==> src/rtl/dma_copy_engine.sv <==
// rtl/dma_copy_engine.sv - single-channel word copy engine driving a shared word RAM
// Host programs SRC/DST/SIZE then starts; engine alternates RD/WR cycles per word.
module dma_copy_engine #(
  parameter int ADDR_W = 16,
  parameter int DATA_W = 32,
  parameter int LEN_W  = 8
) (
  input  logic              clk,
  input  logic              reset_n,
  input  logic              s_sel,
  input  logic              s_wr,
  input  logic [2:0]        s_addr,
  input  logic [DATA_W-1:0] s_din,
  output logic [DATA_W-1:0] s_dout,
  output logic              m_cen,
  output logic              m_wen,
  output logic [ADDR_W-1:0] m_addr,
  output logic [DATA_W-1:0] m_din,
  input  logic [DATA_W-1:0] m_dout,
  output logic              irq
);

  typedef enum logic [1:0] {
    ST_IDLE,
    ST_RD,
    ST_WR,
    ST_DONE
  } state_e;

  localparam logic [2:0] REG_SRC    = 3'd0;
  localparam logic [2:0] REG_DST    = 3'd1;
  localparam logic [2:0] REG_SIZE   = 3'd2;
  localparam logic [2:0] REG_CTRL   = 3'd3;
  localparam logic [2:0] REG_STATUS = 3'd4;

  state_e             state_q, state_d;
  logic [ADDR_W-1:0]  src_q, src_d;
  logic [ADDR_W-1:0]  dst_q, dst_d;
  logic [LEN_W-1:0]   size_q, size_d;
  logic [LEN_W-1:0]   idx_q, idx_d;
  logic               ie_q, ie_d;
  logic               done_q, done_d;
  logic [ADDR_W-1:0]  addr_q;
  logic [DATA_W-1:0]  din_q;

  logic busy;
  logic host_wr;
  logic start;
  logic unused_din;

  assign busy    = (state_q != ST_IDLE);
  assign host_wr = s_sel && s_wr;
  assign start   = host_wr && (s_addr == REG_CTRL) && s_din[0] && !busy;

  // Upper host data bits have no destination in any register.
  assign unused_din = ^{1'b0, s_din[DATA_W-1:ADDR_W]};

  always_comb begin
    state_d = state_q;
    src_d   = src_q;
    dst_d   = dst_q;
    size_d  = size_q;
    idx_d   = idx_q;
    ie_d    = ie_q;
    done_d  = done_q;

    if (host_wr && !busy) begin
      case (s_addr)
        REG_SRC:  src_d  = s_din[ADDR_W-1:0];
        REG_DST:  dst_d  = s_din[ADDR_W-1:0];
        REG_SIZE: size_d = s_din[LEN_W-1:0];
        default:  ;
      endcase
    end
    if (host_wr && (s_addr == REG_CTRL)) begin
      ie_d = s_din[1];
    end
    if (host_wr && (s_addr == REG_STATUS) && s_din[1]) begin
      done_d = 1'b0;
    end

    case (state_q)
      ST_IDLE: begin
        if (start) begin
          done_d  = 1'b0;
          idx_d   = '0;
          state_d = (size_q != '0) ? ST_RD : ST_DONE;
        end
      end
      ST_RD: begin
        state_d = ST_WR;
      end
      ST_WR: begin
        if (idx_q == size_q - LEN_W'(1)) begin
          state_d = ST_DONE;
        end else begin
          idx_d   = idx_q + LEN_W'(1);
          state_d = ST_RD;
        end
      end
      ST_DONE: begin
        // Setting done takes priority over a same-cycle host clear.
        done_d  = 1'b1;
        state_d = ST_IDLE;
      end
      default: state_d = ST_IDLE;
    endcase
  end

  // RAM side: write data is the registered read word arriving this cycle.
  always_comb begin
    m_cen  = 1'b0;
    m_wen  = 1'b0;
    m_addr = addr_q;
    m_din  = din_q;
    case (state_q)
      ST_RD: begin
        m_cen  = 1'b1;
        m_addr = src_q + ADDR_W'(idx_q);
      end
      ST_WR: begin
        m_cen  = 1'b1;
        m_wen  = 1'b1;
        m_addr = dst_q + ADDR_W'(idx_q);
        m_din  = m_dout;
      end
      default: ;
    endcase
  end

  always_comb begin
    s_dout = '0;
    if (s_sel && !s_wr) begin
      case (s_addr)
        REG_SRC:    s_dout = DATA_W'(src_q);
        REG_DST:    s_dout = DATA_W'(dst_q);
        REG_SIZE:   s_dout = DATA_W'(size_q);
        REG_CTRL:   s_dout = DATA_W'({ie_q, 1'b0});
        REG_STATUS: s_dout = DATA_W'({done_q, busy});
        default:    s_dout = '0;
      endcase
    end
  end

  assign irq = done_q && ie_q;

  always_ff @(posedge clk) begin
    if (!reset_n) begin
      state_q <= ST_IDLE;
      src_q   <= '0;
      dst_q   <= '0;
      size_q  <= '0;
      idx_q   <= '0;
      ie_q    <= 1'b0;
      done_q  <= 1'b0;
      addr_q  <= '0;
      din_q   <= '0;
    end else begin
      state_q <= state_d;
      src_q   <= src_d;
      dst_q   <= dst_d;
      size_q  <= size_d;
      idx_q   <= idx_d;
      ie_q    <= ie_d;
      done_q  <= done_d;
      addr_q  <= m_addr;
      din_q   <= m_din;
    end
  end

endmodule
==> config.mk <==
export PLATFORM = sky130hd
export DESIGN_NAME = dma_copy_engine
export DESIGN_NICKNAME = d
export VERILOG_FILES = /design/src/rtl/dma_copy_engine.sv
export SDC_FILE = /design/constraint.sdc
export NUM_CORES = 1
export LEC_CHECK = 0
export BUFFER_PORTS_ARGS = -buffer_cell sky130_fd_sc_hd__buf_4
export CORE_MARGIN = 4
export CORE_UTILIZATION = 53
export CTS_CLUSTER_DIAMETER = 50
export DETAILED_ROUTE_END_ITERATION = 6
export GPL_ROUTABILITY_DRIVEN = 0
export PLACE_DENSITY = 0.81
export SYNTH_ARGS = -nofsm -noshare
export SYNTH_HDL_FRONTEND = slang
export SYNTH_SLANG_ARGS = --single-unit
==> constraint.sdc <==
create_clock -name clk -period 5.7 [get_ports clk]
set_input_delay 1.14 -clock clk [delete_from_list [all_inputs] [get_ports clk]]
set_output_delay 1.14 -clock clk [all_outputs]
set_load 0.005 [all_outputs]
==> impl_metrics.csv <==
group,metric,value,unit
outcome,status,"completed",
global_route,antenna_found_initial,0,
routing,drtAntennaViolNets,0,
global_route,grt_usage,0.227,
final_layout,finish.utilization,0.662,
floorplanning,ios,154,
routing,wl_met1,5250,um
synthesis,synth-seq-cells,100,
power_and_ir_drop,vdd_drop_max,0.296,mV
clock_network,cts_hold_buffers,0,
routing,drc,0,
synthesis,synth_cell_types,57,
floorplanning,fp.dieW,109,um
hold_path,min_path_type,"flip-flop to flip-flop",
hold_path,whs_endpoint,"src_q[3]$_SDFFE_PN0P_",
sta,finalSetupViolCount,0,
floorplanning,num_rows,36,
worst_setup_path,rrSetupSlack,2.15,ns
worst_setup_path,critPathMaxFanout,9,
floorplanning,core,9910,um^2
clock_network,cts_htree_levels,3,
routing,wl_met2,6550,um
floorplanning,start_util,0.551,
power_and_ir_drop,powerDensity,281,nW/um^2
worst_setup_path,critPathCaptureType,"primary output",
synthesis,syn_inst,589,
routing,vias,4498,
sta,drv_slew,0,
clock_network,root_buffer,"clkbuf_8",
worst_setup_path,crit_arrival,3.80,ns
floorplanning,dieArea,12000,um^2
placement,port_buffers,121,
global_route,grt_max_degree,97,
final_layout,diodes,0,
synthesis,yosys_warnings,0,
routing,dr.pass1.iters,5,
clock_network,clkSlewWorstSetupHoldPaths,0.10,ns
worst_setup_path,critical_path_buf_inv_count,2,
worst_setup_path,r2r_start,"state_q[0]$_SDFFE_PN0P_",
worst_setup_path,crit_type,"flip-flop to primary output",
synthesis,syn-mean-instance-area,9.27,um^2
worst_setup_path,cp.required,4.56,ns
synthesis,ys_seq_area_frac,0.367,
sta,worst_slew_pin_slew,0.794,ns
sta,hold_viol_final,0,
sta,rsz0062_at_grt,"false",
worst_setup_path,cpPeakStageDelay,0.51,ns
synthesis,synth_edf_count,0,
sta,period_share,0.867,
final_layout,layout_common_cells,"buf_4 (125), dfxtp_1 (100), mux2_2 (53)",
routing,wire_per_inst,15.8,um
clock_network,cts_resized,0,
clock_network,clk_latency,0.38,ns
final_layout,final_cell_area,6560,um^2
routing,dr.max_layer_used,"met4",
sta,fin_skew,0.0160,ns
routing,wl_met3,1020,um
sta,fin_crit,4.94,ns
worst_setup_path,cp_cell_sequence,"inv_1 -> ha_2 -> mux2_2 -> ha_1 -> fa_1 -> a21o_1 -> a21o_1 -> a211oi_1 -> nor3_1 -> xnor2_1 -> mux2_2 -> buf_4",
clock_network,clk_path_buf_depth,2,
run,cap_violations,0,
clock_network,cts_buffers,9,
clock_network,numClockSinks,100,
placement,placed_area,6370,um^2
routing,routed_wirelength,13100,um
worst_setup_path,reg2regPathDepth,12,
global_route,grt_pass1_wl,21500,um
final_layout,layout_commonest_cell,"buf_4",
final_layout,drive_above_1_share,0.293,
hold_path,worstHoldPathCells,2,
sta,finalSetupTns,0,ns
final_layout,area_growth_syn_to_layout,20.2,%
clock_network,cts_tree,"built",
global_route,gr-total-overflow,0,
synthesis,synth.cell_area,5460,um^2
synthesis,synthArstFlopShare,0,
hold_path,min-delay-start,"src_q[3]$_SDFFE_PN0P_",
final_layout,nets,776,
sta,slew_headroom,0.467,
worst_setup_path,cp-start-kind,"flip-flop",
synthesis,ys.flop_type,"dfxtp_1",
routing,drtIter0Drc,202,
worst_setup_path,crit_family,"adder cells",
floorplanning,dieHeight,109,um
power_and_ir_drop,leakage,2.77,nW
worst_setup_path,cp_slowest_cell,"a211oi_1",
sta,fmax,202,MHz
global_route,grt_pass1_vias,4513,
worst_setup_path,rr_endpoint,"addr_q[14]$_SDFF_PN0_",
placement,hpwl,9480,um
routing,drt-vias-per-instance,5.43,
clock_network,cts_setup_buffers,0,
==> worst reg2reg max path, stage by stage (launching register included) <==
cell,delay [ns]
dfxtp_1,0.34
inv_1,0.11
ha_2,0.34
mux2_2,0.39
ha_1,0.22
fa_1,0.41
a21o_1,0.18
a21o_1,0.21
a211oi_1,0.51
nor3_1,0.15
xnor2_1,0.15
mux2_2,0.29
and2_1,0.17
==> worst max path at each step <==
stage                       startpoint    endpoint  slack [ns]  cells past startpoint
6_report       state_q[0]$_SDFFE_PN0P_  m_addr[14]        0.76                     12
5_1_grt        state_q[0]$_SDFFE_PN0P_  m_addr[14]        0.49                     12
2_1_floorplan  state_q[0]$_SDFFE_PN0P_  m_addr[12]        0.66                     15
3_3_place_gp   state_q[0]$_SDFFE_PN0P_  m_addr[12]        1.24                     12
4_1_cts        state_q[0]$_SDFFE_PN0P_  m_addr[14]        0.72                     12
3_5_place_dp   state_q[0]$_SDFFE_PN0P_  m_addr[14]        1.17                     12
==> kinds of logic (layout without fill, tap and decap cells) <==
group	count (synthesis)	count (layout)	share of synthesized area
AOI/OAI and AO/OA	84	84	0.107
other	1	16	0.000687
muxes	102	102	0.199
DFF	100	100	0.367
adders and majority gates	14	14	0.0335
xor gates and xnor gates	24	24	0.0399
buffers and inverters	59	151	0.0539
and+or+nand+nor	205	205	0.199
==> power by group <==
group / internal, W / switching, W
registers: 0.000765 / 0.0000280
clock network: 0.000208 / 0.000257
logic: 0.000318 / 0.000267
==> layer usage <==
layer | vias to the layer above | GRT usage
met3 | 25 | 0.0775
li1 | 2196 | -
met1 | 2121 | 0.263
met4 | 0 | 0.0686
met5 | - | 0
met2 | 156 | 0.395
==> flip-flops by register name, summed over array words and instances, names as in the netlist <==
name,cells
done_q,1
addr_q,16
src_q,16
idx_q,8
state_q,2
din_q,32
ie_q,1
dst_q,16
size_q,8
==> cell type report <==
| type | instances | area, um^2 |
|---|---|---|
| Clock inverter | 6 | 70.1 |
| Multi-Input combinational cell | 445 | 3220 |
| Inverter | 10 | 37.5 |
| Timing Repair Buffer | 125 | 938 |
| Clock buffer | 10 | 128 |
| Tap cell | 133 | 166 |
| Sequential cell | 100 | 2000 |
| Fill cell | 823 | 3350 |
==> cell usage after synthesis (13+ instances only) <==
cell,n,area (um^2)
a21oi_1,19,95.1
and2_1,51,319
buf_4,16,120
clkbuf_1,23,86.3
dfxtp_1,100,2000
ha_1,13,163
mux2_2,53,597
mux2i_1,49,490
nand2_1,46,173
nor2_1,36,135
nor2b_1,28,175
xnor2_1,15,131
==> per-stage QoR <==
step	worst slack, ns	hold slack [ns]	power [W]	cells
floorplan	0.662	0.445	0.00116	604
detailed placement	1.17	0.460	0.00140	813
CTS	0.721	0.473	0.00187	829
global placement	1.24	0.455	0.00138	813
global route	0.487	0.506	0.00195	829
finish	0.759	0.473	0.00184	829
No activity file was read; power rests on OpenSTA's default activity.
